File: config.mk
export PLATFORM = sky130hd
export DESIGN_NAME = sr_bank
export DESIGN_NICKNAME = d
export VERILOG_FILES = /design/src/rtl/sr_bank.sv
export SDC_FILE = /design/constraint.sdc
export NUM_CORES = 1
export LEC_CHECK = 0
export ABC_AREA = 1
export BUFFER_PORTS_ARGS = -buffer_cell sky130_fd_sc_hd__buf_4
export CAP_MARGIN = 20
export CORE_MARGIN = 2
export CORE_UTILIZATION = 35
export DETAILED_ROUTE_END_ITERATION = 12
export PLACE_DENSITY = 0.63
export SYNTH_ARGS = -nofsm -noshare
export SYNTH_HDL_FRONTEND = slang
export SYNTH_SLANG_ARGS = --single-unit
File: constraint.sdc
create_clock -name clk -period 2.95 [get_ports clk]
set_clock_uncertainty 0.15 [all_clocks]
set_input_delay 0.295 -clock clk [delete_from_list [all_inputs] [get_ports clk]]
set_output_delay 0.295 -clock clk [all_outputs]
set_load 0.03 [all_outputs]
File: src/rtl/sr_bank.sv
// Bank of CH registered set/reset channels with per-channel force-to-zero,
// selectable S/R conflict policy, sticky conflict flags and a one-channel-per-cycle init sweep.
module sr_bank #(
  parameter int             CH            = 8,
  parameter logic [CH-1:0]  INIT_VAL      = {CH{1'b0}},
  parameter int             CONFLICT_MODE = 0
) (
  input  logic          clk,
  input  logic          rst_n,
  input  logic [CH-1:0] s,
  input  logic [CH-1:0] r,
  input  logic [CH-1:0] force0,
  input  logic          init_req,
  input  logic          conflict_clr,
  output logic [CH-1:0] q,
  output logic          busy,
  output logic          done,
  output logic [CH-1:0] conflict
);

  localparam int IDX_W = (CH > 1) ? $clog2(CH) : 1;
  localparam logic [IDX_W-1:0] LAST_IDX = IDX_W'(CH - 1);

  typedef enum logic {
    IDLE,
    SWEEP
  } state_t;

  state_t           state;
  logic [IDX_W-1:0] idx;
  logic [CH-1:0]    q_next;
  logic [CH-1:0]    conflict_next;
  logic             idle;

  assign idle = (state == IDLE);

  // Per-channel next state: force0 beats the sweep write, which beats S/R.
  for (genvar gi = 0; gi < CH; gi++) begin : g_ch
    logic sweep_hit;
    logic sr_val;

    assign sweep_hit = (state == SWEEP) && (idx == IDX_W'(gi));

    always_comb begin
      sr_val = q[gi];
      case ({s[gi], r[gi]})
        2'b10:   sr_val = 1'b1;
        2'b01:   sr_val = 1'b0;
        2'b11: begin
          if (CONFLICT_MODE == 1)      sr_val = 1'b1;
          else if (CONFLICT_MODE == 2) sr_val = 1'b0;
          else                         sr_val = q[gi];
        end
        default: sr_val = q[gi];
      endcase
    end

    assign q_next[gi] = force0[gi] ? 1'b0 :
                        sweep_hit  ? INIT_VAL[gi] :
                        idle       ? sr_val :
                                     q[gi];

    // A fresh conflict on the same edge as a clear keeps the flag set.
    assign conflict_next[gi] = (idle && !force0[gi] && s[gi] && r[gi]) ||
                               (conflict[gi] && !conflict_clr);
  end

  always_ff @(posedge clk or negedge rst_n) begin
    if (!rst_n) begin
      q        <= INIT_VAL;
      conflict <= '0;
    end else begin
      q        <= q_next;
      conflict <= conflict_next;
    end
  end

  // Sweep sequencer; init_req is only looked at in IDLE, so a request held
  // through the done cycle starts the next sweep one edge after done.
  always_ff @(posedge clk or negedge rst_n) begin
    if (!rst_n) begin
      state <= IDLE;
      idx   <= '0;
      busy  <= 1'b0;
      done  <= 1'b0;
    end else begin
      done <= 1'b0;
      case (state)
        IDLE: begin
          if (init_req) begin
            state <= SWEEP;
            idx   <= '0;
            busy  <= 1'b1;
          end
        end
        SWEEP: begin
          if (idx == LAST_IDX) begin
            state <= IDLE;
            idx   <= '0;
            busy  <= 1'b0;
            done  <= 1'b1;
          end else begin
            idx <= idx + 1'b1;
          end
        end
        default: begin
          state <= IDLE;
          idx   <= '0;
          busy  <= 1'b0;
        end
      endcase
    end
  end

endmodule

== Yosys cells after proc, flatten, opt, wreduce, memory -nomap -nowiden ==
Cells that the tools add are included.
Cells by class
  add/subtract/negate cells: 1
  eq/ne operators: 33
  muxes and demuxes: 43
  bitwise gates (word level): 1
  reductions and logical operators: 75
Operators by type and width (number)
  $logic_and A1 B1 Y1: 40
  $reduce_bool A4 Y1: 8
  $mux W1: 30
  $ne A3 B2 Y1 const B: 8
  $pmux W1 S2: 10
  $reduce_and A2 Y1: 9
  $eq A2 B1 Y1 const B: 8
  $eq A2 B2 Y1 const B: 8
  $eq A3 B3 Y1 const B: 4
  $logic_not A1 Y1: 9
  $logic_or A1 B1 Y1: 8
  $eq A3 B2 Y1 const B: 2
  $mux W3: 2
  $pmux W3 S2: 1
  $add A3 B1 Y3 const B: 1
  $eq A3 B1 Y1 const B: 1
  $logic_not A3 Y1: 1
  $ne A2 B1 Y1 const B: 1
  $ne A2 B2 Y1 const B: 1
  $not A1 Y1: 1
Word-level totals
  flip-flop bits (word level): 22
  input port bits: 28
  output and inout bits: 18
  word-level logic and storage cells: 166

== Depth between registers and ports, before layout ==
Gate-level depths: netlist of the first run.
  depth in word-level cells: 5
  gate-level depth with buffers: 7
  mapped depth without buffers: 7

== Least setup slack after synthesis of the first run ==
OpenSTA, ideal clock, no wires.
  kind: reg-to-reg
  start: register idx[0]
  end: register q[7]
  library setup time: 71 ps
  data arrival time: 1065 ps
  data required time: 2729 ps
  setup slack: 1663 ps
  stages on the path, launching flop included: 6
  buffers on the path: 0
  clock period less this slack: 1287 ps
  cells stage by stage: dfrtp_1 ha_1 ha_1 a21oi_1 nand2_1 nor2_1
On the way
  longest elaborated chain between the ends: 4
  elaborated cells on any way between the ends: 7
  classes of those cells: eq/ne (2); mux (2); reduce/logical (3)
RTL lines
  start: declaration: RTL line 30  | logic [IDX_W-1:0] idx;
  start signal: assignment: RTL line 103  | idx <= idx + 1'b1;
  $eq A3 B3 Y1 (*): RTL line 42  | assign sweep_hit = (state == SWEEP) && (idx == IDX_W'(gi));
  $logic_and A1 B1 Y1 (*): RTL line 42
  $ne A3 B2 Y1 (no source line), or another cell as far along
  $reduce_and A2 Y1 (no source line) or $mux W1 (tied branches)
  end signal: assignment: RTL line 73  | q <= q_next;
  end: declaration: RTL line 15  | output logic [CH-1:0] q,
Mark *: on every way between the ends. The rest lies on a longest branch, timed or not.
A chain may end at the register's enable or synchronous reset.

== Worst setup path after layout of the first run ==
  start: register state
  end: register q[3]
On the way
  longest elaborated chain between the ends: 3
  elaborated cells on any way between the ends: 6
  classes of those cells: eq/ne (1); mux (2); reduce/logical (3)
RTL lines
  start: declaration: RTL line 29  | state_t state;
  start signal: assignment: RTL line 82  | state <= IDLE;
  start signal: assignment: RTL line 91  | state <= SWEEP;
  start signal: assignment: RTL line 98  | state <= IDLE;
  $logic_and A1 B1 Y1: RTL line 42
  $ne A3 B2 Y1 (no source line), or another cell as far along
  $reduce_and A2 Y1 (no source line) or $mux W1 (tied branches)
Several ways; a longest one is shown, not always the timed one.

==> impl_metrics.csv, run 1 <==
group,metric,value,unit
critical_path,cpMostUsedCell,"nand2_1",
yosys,synth_commonest_cells,"nand2_1, dfrtp_1, inv_1",
grt,antenna_found_initial,0,
cts,numCtsBuffers,3,
layout,drive_above_1_share,25.3,%
yosys,ys_warn_count,0,
floorplan,initial_core_util,36.9,%
critical_path,cpLargestDelayFamily,"flip-flops",
yosys,async_reset_ff_share,100,%
timing,slew_violations,0,
routing,ant_nets,0,
yosys,yosysMostFrequentCell,"nand2_1",
timing,tightest_slew,0.712,ns
routing,firstDrtPassIters,4,
floorplan,die_h,63.6,um
floorplan,num_rows,21,
yosys,synth_ff_type,"dfrtp_1",
critical_path,path_buf_inv,1,
grt,grt_max_degree,25,
timing,hold_viol,0,
power_and_ir_drop,power.density,684,nW/um^2
critical_path,cp_slowest_stage_delay,0.82,ns
cts,htree_levels,1,
critical_path,cp_max_fo,24,
routing,initialDrtViolationCount,35,
layout,diodes,0,
job,maxCapViolCount,0,
yosys,seq_area_frac_synth,44.3,%
critical_path,critical_path_arrival,1.71,ns
timing,finalSetupViolations,0,
layout,areaGrowthSynthToFinish,33.1,%
yosys,synth_area_leader_cell,"dfrtp_1",
critical_path,r2r_end,"q[3]$_DFFE_PN0P_",
grt,grtUsageTotal,15.1,%
floorplan,die_x,63.6,um
timing,max_freq,608,MHz
cts,postCtsSetupBuffers,0,
cts,cts_tree,"done",
yosys,postSynthAreaPerCell,8.23,um^2
timing,finalCritPeriodShare,55.8,%
yosys,synth.top_cells.by_area,"dfrtp_1, ha_1, nand2_1",
place,io_buffers,45,
yosys,synth_top_area_share,44.3,%
floorplan,die_area,4040,um^2
timing,min_period,1.65,ns
grt,use_met2,26.4,%
grt,grt_util_met1,18.7,%
critical_path,endpoint,"q[3]$_DFFE_PN0P_",
place,place.gp.congestion,0.723,
grt,use_met3,2.14,%
routing,viasPerCell,4.59,
run_status,outcome,"finished, final reports clean",
critical_path,cp_num_cells,5,
critical_path,rr_startpoint,"state$_DFF_PN0_",
floorplan,core,3360,um^2
critical_path,crit_path_end_kind,"flop",
power_and_ir_drop,leakagePower,0.000909,uW
yosys,synth-edff-count,0,
timing,rsz0062_at_grt,"no",
routing,wl,2870,um
power_and_ir_drop,peakVddDrop,246,uV
layout,fin_nets,241,
cts,path_clk_slew,0.13,ns
floorplan,pin_count,46,
critical_path,path_cells,"inv_2 > nand2_1 > nand2_1 > nand2_1 > nor2_1",
layout,final_util,49.2,%
timing,maxSlewHeadroom,52.6,%
grt,top_usage_layer,"met2",
critical_path,reg2reg_depth,5,
cts,cts-resized-gates,0,
critical_path,crit_type,"flop to flop",
cts,cts_sinks,22,
yosys,syn_area,1240,um^2
critical_path,critPathLaunchType,"flop",
critical_path,critPathSlowestCell,"dfrtp_1",
critical_path,crit_start,"state$_DFF_PN0_",
cts,clk_latency,0.31,ns
cts,cts_buffer_depth,2,
critical_path,cp.required,3.02,ns
routing,drc,0,
routing,wl_per_cell,11.8,um
cts,clock-root-buffer,"clkbuf_4",
place,dp_hpwl,2150,um
routing,vias,1120,
hold_path,hold_class,"primary input to flop",
grt,grt_pass1_vias,1093,
critical_path,r2r_slack,1.30,ns
grt,grt_pass1_wl,4820,um
yosys,synth_seq_cells,22,
yosys,synth_fp_nets,193,
yosys,syn_inst,151,
yosys,synth.distinct_cells,13,
grt,grt_overflow,0,
timing,tns,0,ns
## routing by layer
metal  vias to the layer above  part of all wire [%]
met3                         4                   3.9
met2                        25                    50
met5                         -                     0
met4                         0                   1.5
met1                       520                    44
li1                        571                     -
## worst reg2reg max path, stage by stage, from the launching register on
cell,delay (ns)
dfrtp_1,0.82
inv_2,0.28
nand2_1,0.15
nand2_1,0.06
nand2_1,0.05
nor2_1,0.04
## flip-flops by register name, summed over array words and instances (netlist names)
| name | flops |
|---|---|
| busy | 1 |
| state | 1 |
| q | 8 |
| conflict | 8 |
| idx | 3 |
| done | 1 |
## cells in the final DEF (no fill, tap or decap)
cell type and instances:
nor2_1 19, clkbuf_4 3, nand3_1 11, nand2_1 39, dfrtp_1 22, inv_1 20, inv_2 1, o21ai_1 2
clkbuf_8 1, o21ai_0 7, dlygate4sd3_1 1, ha_1 14, o21bai_1 10, a21oi_1 3, buf_4 45
## through the flow
stage                     worst slack, ns  total power, uW  cells  hold WS, ns  cell area, um^2
final                                1.30             1130    244       0.0169             1650
after global routing                 1.18             1230    244      0.00428             1650
after CTS                            1.29             1150    244       0.0152             1650
after detailed placement             1.32              969    239       0.0571             1610
after global placement               1.36              952    239       0.0539             1610
after floorplan                      1.66              805    151       -0.151             1240
## area by class of cell
| class | count | area, um^2 |
|---|---|---|
| multi-input combinational | 105 | 583 |
| sequential | 22 | 551 |
| inverter | 21 | 78.8 |
| timing repair buffer | 46 | 348 |
| fill | 337 | 1710 |
| tap | 46 | 57.6 |
| clock buffer | 4 | 36.3 |
## worst min-delay path by stage
stage                         start                    end  slack [ns]  cells after the start
after floorplan               rst_n       busy$_DFFE_PN0P_       -0.15                      0
after global placement        rst_n  conflict[7]$_DFF_PN0_        0.05                      1
after detailed placement      rst_n  conflict[7]$_DFF_PN0_        0.06                      1
after CTS                 force0[3]  conflict[3]$_DFF_PN0_        0.02                      2
after global routing      force0[3]  conflict[3]$_DFF_PN0_       0.004                      2
final                     force0[2]  conflict[2]$_DFF_PN0_        0.02                      2
## repair_timing
action                     CTS  global route
hold buffers                 1             0
setup endpoints to repair    0             0
hold endpoints to repair    22             0
## report_power, final
part	total (uW)	internal (uW)	leakage, uW	switching [uW]
Sequential	468	376	0.000290	91.4
Clock	171	75.5	0.0000210	96.0
Combinational	493	199	0.000598	294
Total	1130	651	0.000909	481
## cell families after synthesis
family / count (synthesis) / synth area share (%)
AO/OA/AOI/OAI: 22 / 10.9
adder cells (fa/ha/maj): 14 / 14.1
buffers and inverters: 24 / 8.76
flip-flops: 22 / 44.3
AND/OR/NAND/NOR: 69 / 22.0
No activity file was read; power rests on OpenSTA's default activity.
==> inputs of run 2 (changes only) <==
- PLACE_DENSITY: 0.63 -> 0.65
- clock period: 2.95 -> 1.4 ns (I/O delays scaled with it)
==> run 2 against run 1 <==
  * Clock power grew to 2.9 times the previous value
  * Hold slack worse by 0.0084 ns
  * Highest routed layer is now met3
  * Total power up 140%
  * Critical path type unchanged
  * Sequential share of layout area down 5.1 points
  * Non-clock buffer count increased by 27
==> impl_metrics.csv, run 2 (synthesis results as in run 1) <==
group,metric,value,unit
power_and_ir_drop,power.density,1390,nW/um^2
cts,numCtsBuffers,3,
layout,mostFrequentLayoutCells,"buf_4, nand2_1, dlygate4sd3_1",
timing,finalCritPeriodShare,96.2,%
cts,cts_sinks,22,
power_and_ir_drop,peakVddDrop,583,uV
critical_path,path_cells,"ha_1 > ha_1 > inv_1 > nand2_1 > o21ai_1",
timing,slew_violations,0,
routing,initialDrtViolationCount,30,
place,io_buffers,45,
routing,wl_per_cell,12.3,um
routing,vias,1227,
critical_path,cpMostUsedCell,"ha_1",
critical_path,crit_path_end_kind,"flop",
grt,grt_max_degree,23,
routing,viasPerCell,4.53,
layout,fin_nets,268,
cts,clock-root-buffer,"clkbuf_4",
floorplan,pin_count,46,
layout,final_area,1950,um^2
timing,max_freq,742,MHz
timing,maxSlewHeadroom,78.7,%
grt,antenna_found_initial,0,
cts,htree_levels,1,
place,dp_hpwl,2330,um
critical_path,critPathSlowestCell,"dfrtp_1",
cts,clk_latency,0.32,ns
timing,hold_viol,0,
routing,firstDrtPassIters,4,
critical_path,critPathLaunchType,"flop",
layout,areaGrowthSynthToFinish,57.1,%
power_and_ir_drop,leakagePower,0.00104,uW
timing,tightest_slew,0.319,ns
floorplan,core,3360,um^2
floorplan,num_rows,21,
job,maxCapViolCount,0,
critical_path,cp_max_fo,3,
layout,mostFrequentLayoutCell,"buf_4",
timing,min_period,1.35,ns
critical_path,critical_path_arrival,1.45,ns
grt,grt_pass1_wl,5580,um
cts,cts_tree,"done",
routing,wl,3320,um
cts,cts_buffer_depth,2,
grt,grt_overflow,0,
timing,finalSetupViolations,0,
routing,ant_nets,0,
critical_path,cp_slowest_stage_delay,0.43,ns
routing,drc,0,
run_status,outcome,"finished, final reports clean",
place,dpl-instance-area,1640,um^2
grt,grtUsageTotal,17.2,%
place,place.gp.congestion,0.751,
hold_path,hold_class,"primary input to flop",
layout,diodes,0,
critical_path,crit_type,"flop to flop",
floorplan,initial_core_util,36.9,%
floorplan,die_h,63.6,um
layout,top_regs,"conflict: 8 flops, q: 8 flops, idx: 3 flops",
power_and_ir_drop,power,2720,uW
floorplan,die_area,4040,um^2
critical_path,cp.required,1.50,ns
floorplan,die_x,63.6,um
layout,drive_above_1_share,25.3,%
grt,grt_pass1_vias,1301,
cts,path_clk_slew,0.14,ns
## run 2: cell count changes in the layout (fill, tap and decap cells not counted)
| cell | previous run | this run |
|---|---|---|
| nor2_2 | 0 | 2 |
| dlygate4sd3_1 | 1 | 24 |
| a21oi_2 | 0 | 1 |
| buf_12 | 0 | 1 |
| bufinv_16 | 0 | 1 |
| clkbuf_8 | 1 | 0 |
| buf_4 | 45 | 48 |
| a21oi_1 | 3 | 2 |
| nor2_1 | 19 | 17 |
## run 2: routing by layer
metal	global-route usage (%)	vias to the layer above	part of all wire, %
met5	0	-	0
met3	1.96	0	3.0
met2	33.8	28	56
li1	-	625	-
met4	2.72	0	0
met1	20.1	574	41
## run 2: worst paths after layout
path                            slack [ns]                  start  cells after the start               endpoint
max in group asynchronous             0.78                  rst_n                      2  conflict[3]$_DFF_PN0_
worst min register to register        0.36  conflict[7]$_DFF_PN0_                      2  conflict[7]$_DFF_PN0_
worst min-delay path                 0.008                   s[3]                      3  conflict[3]$_DFF_PN0_
worst max register to register        0.05     idx[1]$_DFFE_PN0P_                      5     idx[0]$_DFFE_PN0P_
min in group asynchronous             0.07                  rst_n                      2  conflict[1]$_DFF_PN0_
worst max-delay path                  0.05     idx[1]$_DFFE_PN0P_                      5     idx[0]$_DFFE_PN0P_
## run 2: layout make-up
class	count	area, um^2
fill	307	1410
multi-input combinational	105	592
clock buffer	3	22.5
sequential	22	551
timing repair buffer	73	621
tap	46	57.6
clock inverter	1	30.0
inverter	21	78.8
## run 2: through the flow
stage	utilization (%)	setup slack, ns	hold WS (ns)	std cells	setup TNS [ns]
floorplan	-	0.113	-0.306	151	0
global placement	48.8	0.105	-0.0990	242	0
detailed placement	48.8	0.0560	-0.0968	242	0
CTS	57.6	0.0267	0.00117	270	0
global route	58.0	-0.0213	0.00276	271	-0.0388
finish	58.0	0.0531	0.00848	271	0
## run 2: repair_timing
| item | 4_1_cts | 5_1_grt |
|---|---|---|
| setup buffers | 0 | 1 |
| setup endpoints to repair | 0 | 5 |
| hold endpoints to repair | 43 | 0 |
| hold buffers | 24 | 0 |
| gates resized for setup | 0 | 3 |
## run 2: worst max-delay path: cells and delay by family, from the launching register on
family                   cells  cell delay [ns]
buffers and inverters        1             0.08
adder cells (fa/ha/maj)      2             0.43
flip-flops                   1             0.43
AND/OR/NAND/NOR              1             0.07
AO/OA/AOI/OAI                1             0.13
## run 2: power by group
part	internal, uW	total, uW	switching (uW)
Sequential	794	913	119
Combinational	561	1310	754
Clock	290	492	203
